### src/rtl/adder_tree_pkg.sv
// Shared sizing helpers and lane-vector conventions for the adder tree and its front ends.
// Lane vectors are packed as [0:N-1][W-1:0], so lane 0 sits in the most significant bits.
package adder_tree_pkg;

  localparam int unsigned DEF_DATA_W = 5;
  localparam int unsigned DEF_DATA_N = 7;

  // Lane-vector layout at the default configuration
  typedef logic [0:DEF_DATA_N-1][DEF_DATA_W-1:0] def_lane_vec_t;

  // Width of an index that can address n lanes (n >= 2)
  function automatic int unsigned idx_width(input int unsigned n);
    return $clog2(n);
  endfunction

  // Number of pairwise-add stages needed to reduce n lanes to one
  function automatic int unsigned stages_n(input int unsigned n);
    return $clog2(n);
  endfunction

  // Width of the full sum of n lanes of w bits each
  function automatic int unsigned sum_width(input int unsigned w, input int unsigned n);
    return w + $clog2(n);
  endfunction

endpackage

### src/rtl/vec_hold_reg.sv
// Valid/ready output register. It loads a new vector when told to, and otherwise holds
// its contents. out_free says whether a load is allowed this cycle. data is kept after a
// handshake so the last vector remains visible.
module vec_hold_reg #(
  parameter int unsigned WIDTH = 35
) (
  input  logic             clk,
  input  logic             rst_n,
  input  logic             load,
  input  logic [WIDTH-1:0] load_data,
  input  logic             ready,
  output logic             valid,
  output logic [WIDTH-1:0] data,
  output logic             out_free
);

  assign out_free = !valid || ready;

  // Load takes priority; otherwise a handshake empties the register
  always_ff @(posedge clk or negedge rst_n) begin
    if (!rst_n) begin
      valid <= 1'b0;
      data  <= '0;
    end else if (load) begin
      valid <= 1'b1;
      data  <= load_data;
    end else if (ready) begin
      valid <= 1'b0;
    end
  end

endmodule

### src/rtl/stream_vec_packer.sv
// Collects DATA_N stream words into one packed frame for adder_tree_bin.
// There is a fill buffer plus an output register, so input can keep running while a frame
// waits downstream. Optional macro PACKER_FLUSH_EN adds s_last, which closes a frame early
// and zero-fills the remaining lanes.
module stream_vec_packer
  import adder_tree_pkg::*;
#(
  parameter int unsigned DATA_W = 5,
  parameter int unsigned DATA_N = 7
) (
  input  logic                           clk,
  input  logic                           rst_n,
  input  logic                           s_valid,
  input  logic [DATA_W-1:0]              s_data,
`ifdef PACKER_FLUSH_EN
  input  logic                           s_last,
`endif
  output logic                           s_ready,
  output logic                           m_valid,
  output logic [0:DATA_N-1][DATA_W-1:0]  m_data,
  input  logic                           m_ready
);

  localparam int unsigned      IDX_W    = idx_width(DATA_N);
  localparam logic [IDX_W-1:0] LAST_IDX = IDX_W'(DATA_N - 1);

  typedef logic [0:DATA_N-1][DATA_W-1:0] lane_vec_t;

  lane_vec_t        fill_q;
  lane_vec_t        frame_d;
  lane_vec_t        load_data;
  logic [IDX_W-1:0] idx_q;
  logic             buf_full_q;
  logic             accept;
  logic             close;
  logic             complete;
  logic             out_free;
  logic             load;
  logic             flush_last;

`ifdef PACKER_FLUSH_EN
  assign flush_last = s_last;
`else
  assign flush_last = 1'b0;
`endif

  // s_ready depends only on flops, never on s_valid
  assign s_ready  = !buf_full_q;
  assign accept   = s_valid && s_ready;
  assign close    = (idx_q == LAST_IDX) || flush_last;
  assign complete = accept && close;

  // Completed frame: lanes below idx from the buffer, the incoming word at idx, zeros above
  always_comb begin
    frame_d = fill_q;
    for (int i = 0; i < DATA_N; i++) begin
      if (IDX_W'(i) == idx_q) begin
        frame_d[i] = s_data;
      end else if (IDX_W'(i) > idx_q) begin
        frame_d[i] = '0;
      end
    end
  end

  // A parked full buffer goes out first. A buffer that is not full can only be bypassed
  // by the frame that completes in this cycle.
  assign load      = buf_full_q ? out_free : (complete && out_free);
  assign load_data = buf_full_q ? fill_q : frame_d;

  // Fill index, fill buffer and parked-frame flag
  always_ff @(posedge clk or negedge rst_n) begin
    if (!rst_n) begin
      idx_q      <= '0;
      fill_q     <= '0;
      buf_full_q <= 1'b0;
    end else if (accept) begin
      if (close) begin
        idx_q <= '0;
        if (!out_free) begin
          fill_q     <= frame_d;
          buf_full_q <= 1'b1;
        end
      end else begin
        idx_q         <= idx_q + 1'b1;
        fill_q[idx_q] <= s_data;
      end
    end else if (buf_full_q && out_free) begin
      buf_full_q <= 1'b0;
    end
  end

  vec_hold_reg #(
    .WIDTH (DATA_W * DATA_N)
  ) u_out_reg (
    .clk       (clk),
    .rst_n     (rst_n),
    .load      (load),
    .load_data (load_data),
    .ready     (m_ready),
    .valid     (m_valid),
    .data      (m_data),
    .out_free  (out_free)
  );

endmodule

### config.mk
export PLATFORM = sky130hd
export DESIGN_NAME = stream_vec_packer
export DESIGN_NICKNAME = d
export VERILOG_FILES = /design/src/rtl/adder_tree_pkg.sv /design/src/rtl/vec_hold_reg.sv /design/src/rtl/stream_vec_packer.sv
export SDC_FILE = /design/constraint.sdc
export NUM_CORES = 1
export LEC_CHECK = 0
export ABC_CLOCK_PERIOD_IN_PS = 1800
export CORE_MARGIN = 4
export CORE_UTILIZATION = 40
export CTS_CLUSTER_SIZE = 30
export DETAILED_ROUTE_END_ITERATION = 12
export PLACE_DENSITY = 0.65
export SLEW_MARGIN = 40
export SYNTH_ARGS = -nofsm -noshare
export SYNTH_HDL_FRONTEND = slang
export SYNTH_SLANG_ARGS = --single-unit
### constraint.sdc
create_clock -name clk -period 1.8 [get_ports clk]
set_input_delay 0.18 -clock clk [delete_from_list [all_inputs] [get_ports clk]]
set_output_delay 0.18 -clock clk [all_outputs]
set_load 0.05 [all_outputs]
==> reports/metrics.cfg, run 1 <==
[synthesis]
ys_seq_elements = 75
seq_area_frac_synth_pct = 50.7
synth_top_area_share_pct = 50.7
mappedNetlistNets = 301
synth_top_area_cell = dfrtp_1
synthTopCellsByArea = dfrtp_1 51%, mux2_2 13%, mux2_1 6.1%, mux2_4 4.5%, o211ai_1 4.1%
synthDistinctLibCells = 35
synth.avg_cell_area_um2 = 12.7
ys_warn_count = 0
syn_area_um2 = 3700
synthCells = 292

[drt]
ant_nets = 0
vias = 2512
route.met2.wl_mm = 4.00
drt_pass1_iterations = 5
drcViolationCount = 0
wl_per_cell_um = 17.1
highest-signal-layer = met4
via_per_inst = 5.44
drtIter0Drc = 86
wl_met3_um = 401
wl_mm = 7.92
route.layer.met1.wl_mm = 3.45

[finish]
area_delta_synth_final_pct = 23.0
fillers = 813
final_common_cell = dfrtp_1
nets = 358
diodes = 0
layout_common_cells = 72 x dfrtp_1, 44 x mux2_2, 41 x clkdlybuf4s50_1, 31 x nand2_1, 26 x buf_4
stdcell_area_um2 = 4550
drive_above_1_share_pct = 32.8

[floorplanning]
dieWidth_um = 104
design.core.area_um2 = 8850
initial_core_util_pct = 41.8
rows = 34
fp.dieArea_um2 = 10800
ios = 46
die_y_um = 104

[placed_design]
gp_congestion = 0.788
dp_slack_ns = -0.0665
placed_area_um2 = 4340
portBuffers = 45
dp_hpwl_mm = 5.38

[setup_path]
required_ns = 2.03
cp_top_family = simple AND/OR/NAND/NOR gates
r2r-start = idx_q[2]
max_stage_delay_ns = 0.56
worst-path-buf-inv = 1
critPathCaptureType = flop
worstPathMaxFanout = 8
cp.arrival_ns = 1.97
startpoint_type = flop
slowest_stage = or4_4
path_cells = buf_4 > nand2_4 > or4_4 > mux2_4
crit_type = flop to flop
reg2reg_to = fill_q[3]
r2r_cells = 4
worst-r2r-setup-slack_ns = 0.06

[power_and_ir_drop]
switchingPower_mw = 3.56
ir_drop_mv = 0.901
cellPowerDensity_nw_per_um2 = 1870
leakage_nw = 1.97
clkPwrFrac_pct = 15.0
swShare_pct = 41.9
intPower_mw = 4.95
power.share.sequential_pct = 34.2
pwr-share-comb_pct = 50.8

[clocking]
post_cts_buffers = 0
tritoncts = done
h-tree-depth = 3
clk_pin_slew_ns = 0.07
root_buffer = clkbuf_8
clock_latency_ns = 0.35
clockBufferDepth = 2
clock-sinks = 75
numCtsBuffers = 9

[timing]
setup_viol = 0
grt_setup_unrepaired = false
slew_violations = 0
relSlewSlack_pct = 65.3
finalWorstSetupSlack_ns = 0.0617
final_hold_viol_count = 0
finalCriticalPeriod_ns = 1.74
fin_skew_ns = 0.00891
tightest_slew_ns = 0.519
fin_crit_sh_pct = 96.6
max_freq_mhz = 575

[global_route]
grt_pass1_vias = 2628
overflow = 0
grt_pass1_wl_mm = 13.8
track_usage_pct = 15.9
grt_max_degree = 76
antenna_found_initial = 0

[run_status]
status = finished clean

[flow_run]
cap_violations = 0

[worst_hold_path]
worstHoldPathType = input port to asynchronous set/reset pin

## worst reg2reg max path: stages, from the launching register on
cell	delay (ns)
dfrtp_1	0.42
buf_4	0.22
nand2_4	0.10
or4_4	0.56
mux2_4	0.33
## cell type report
class                           count  area [um^2]  area share [%]
Tap cell                          108          135            2.97
Clock buffer                       11          141            3.11
Clock inverter                      5         52.6            1.15
Multi-Input combinational cell    189         1650            36.3
Timing Repair Buffer               72          681            15.0
Inverter                            2         7.51           0.165
Sequential cell                    75         1880            41.3
## routing by layer
| metal | track usage (%) | vias to the layer above |
|---|---|---|
| li1 | - | 1180 |
| met1 | 20.5 | 1271 |
| met2 | 25.8 | 57 |
| met3 | 4.28 | 4 |
| met4 | 5.60 | 0 |
| met5 | 0 | - |
## power by group through the flow
stage / Clock, mW / Sequential, mW / Combinational [mW]
after CTS: 1.33 / 2.92 / 4.37
after floorplan: 0 / 4.16 / 1.79
after global placement: 0 / 2.92 / 4.30
final: 1.27 / 2.92 / 4.33
after detailed placement: 0 / 2.95 / 4.36
after global routing: 1.41 / 3.03 / 4.59
## synthesized netlist by cell type (all sizes together)
cell and count:
or3b 6, o31ai 5, nor4 1, inv 2
nor4b 1, mux2 75, nor3b 1, dfrtp 75
or2 1, nor2b 2, nand4 5, o21ai 8
nand3 6, or3 2, a21boi 1, nor2 2
nand2 32, and2 1, or4 1, clkbuf 11
a211o 1, o211ai 20, nand3b 1, nand4b 1
buf 15, and4bb 1, and3 2, nand2b 2
a22o 11
## what timing repair did
action / CTS / global route
gates resized for setup: 0 / 2
hold buffers: 1 / 0
setup endpoints to repair: 0 / 34
hold endpoints to repair: 75 / 0
## registers in the layout (all words and copies together), names as in the netlist
signal and cells:
idx_q 3, buf_full_q 1, fill_q 35, u_out_reg.valid 1
u_out_reg.data 35
## through the flow
step | utilization (%) | hold WS (ns) | total power, mW | instances | setup TNS [ns]
after floorplan | - | -0.116 | 5.95 | 292 | 0
after global placement | 49.1 | 0.241 | 7.21 | 445 | -0.304
after detailed placement | 49.1 | 0.265 | 7.31 | 445 | -1.96
after CTS | 51.4 | 0.424 | 8.62 | 462 | 0
after global routing | 51.4 | 0.427 | 9.03 | 462 | 0
final | 51.4 | 0.384 | 8.51 | 462 | 0
## cell families after synthesis
kind of cell | after synthesis | synth area share, %
multiplexers | 75 | 24.0
flip-flops | 75 | 50.7
AND/OR/NAND/NOR | 68 | 11.2
AO/OA/AOI/OAI | 46 | 9.51
buffers and inverters | 28 | 4.57
## how the worst max path moves through the flow
| stage | from | endpoint | slack, ns | depth (start not counted) |
|---|---|---|---|---|
| 2_1_floorplan | u_out_reg.valid | fill_q[0] | 0.09 | 4 |
| 3_3_place_gp | s_valid | fill_q[0] | -0.03 | 4 |
| 3_5_place_dp | s_valid | u_out_reg.data[4] | -0.07 | 5 |
| 4_1_cts | idx_q[1] | u_out_reg.data[23] | 0.03 | 4 |
| 5_1_grt | idx_q[2] | fill_q[3] | 0.006 | 4 |
| 6_report | idx_q[2] | fill_q[3] | 0.06 | 4 |
No activity file was read; power rests on OpenSTA's default activity.
==> inputs of run 2 (changes only) <==
--- a/config.mk
+++ b/config.mk
@@ -15,3 +15,4 @@
 export SYNTH_ARGS = -nofsm -noshare
 export SYNTH_HDL_FRONTEND = slang
 export SYNTH_SLANG_ARGS = --single-unit
+export TNS_END_PERCENT = 50
==> results of run 2 <==
Final layout, timing and power as in run 1 (identical DEF).
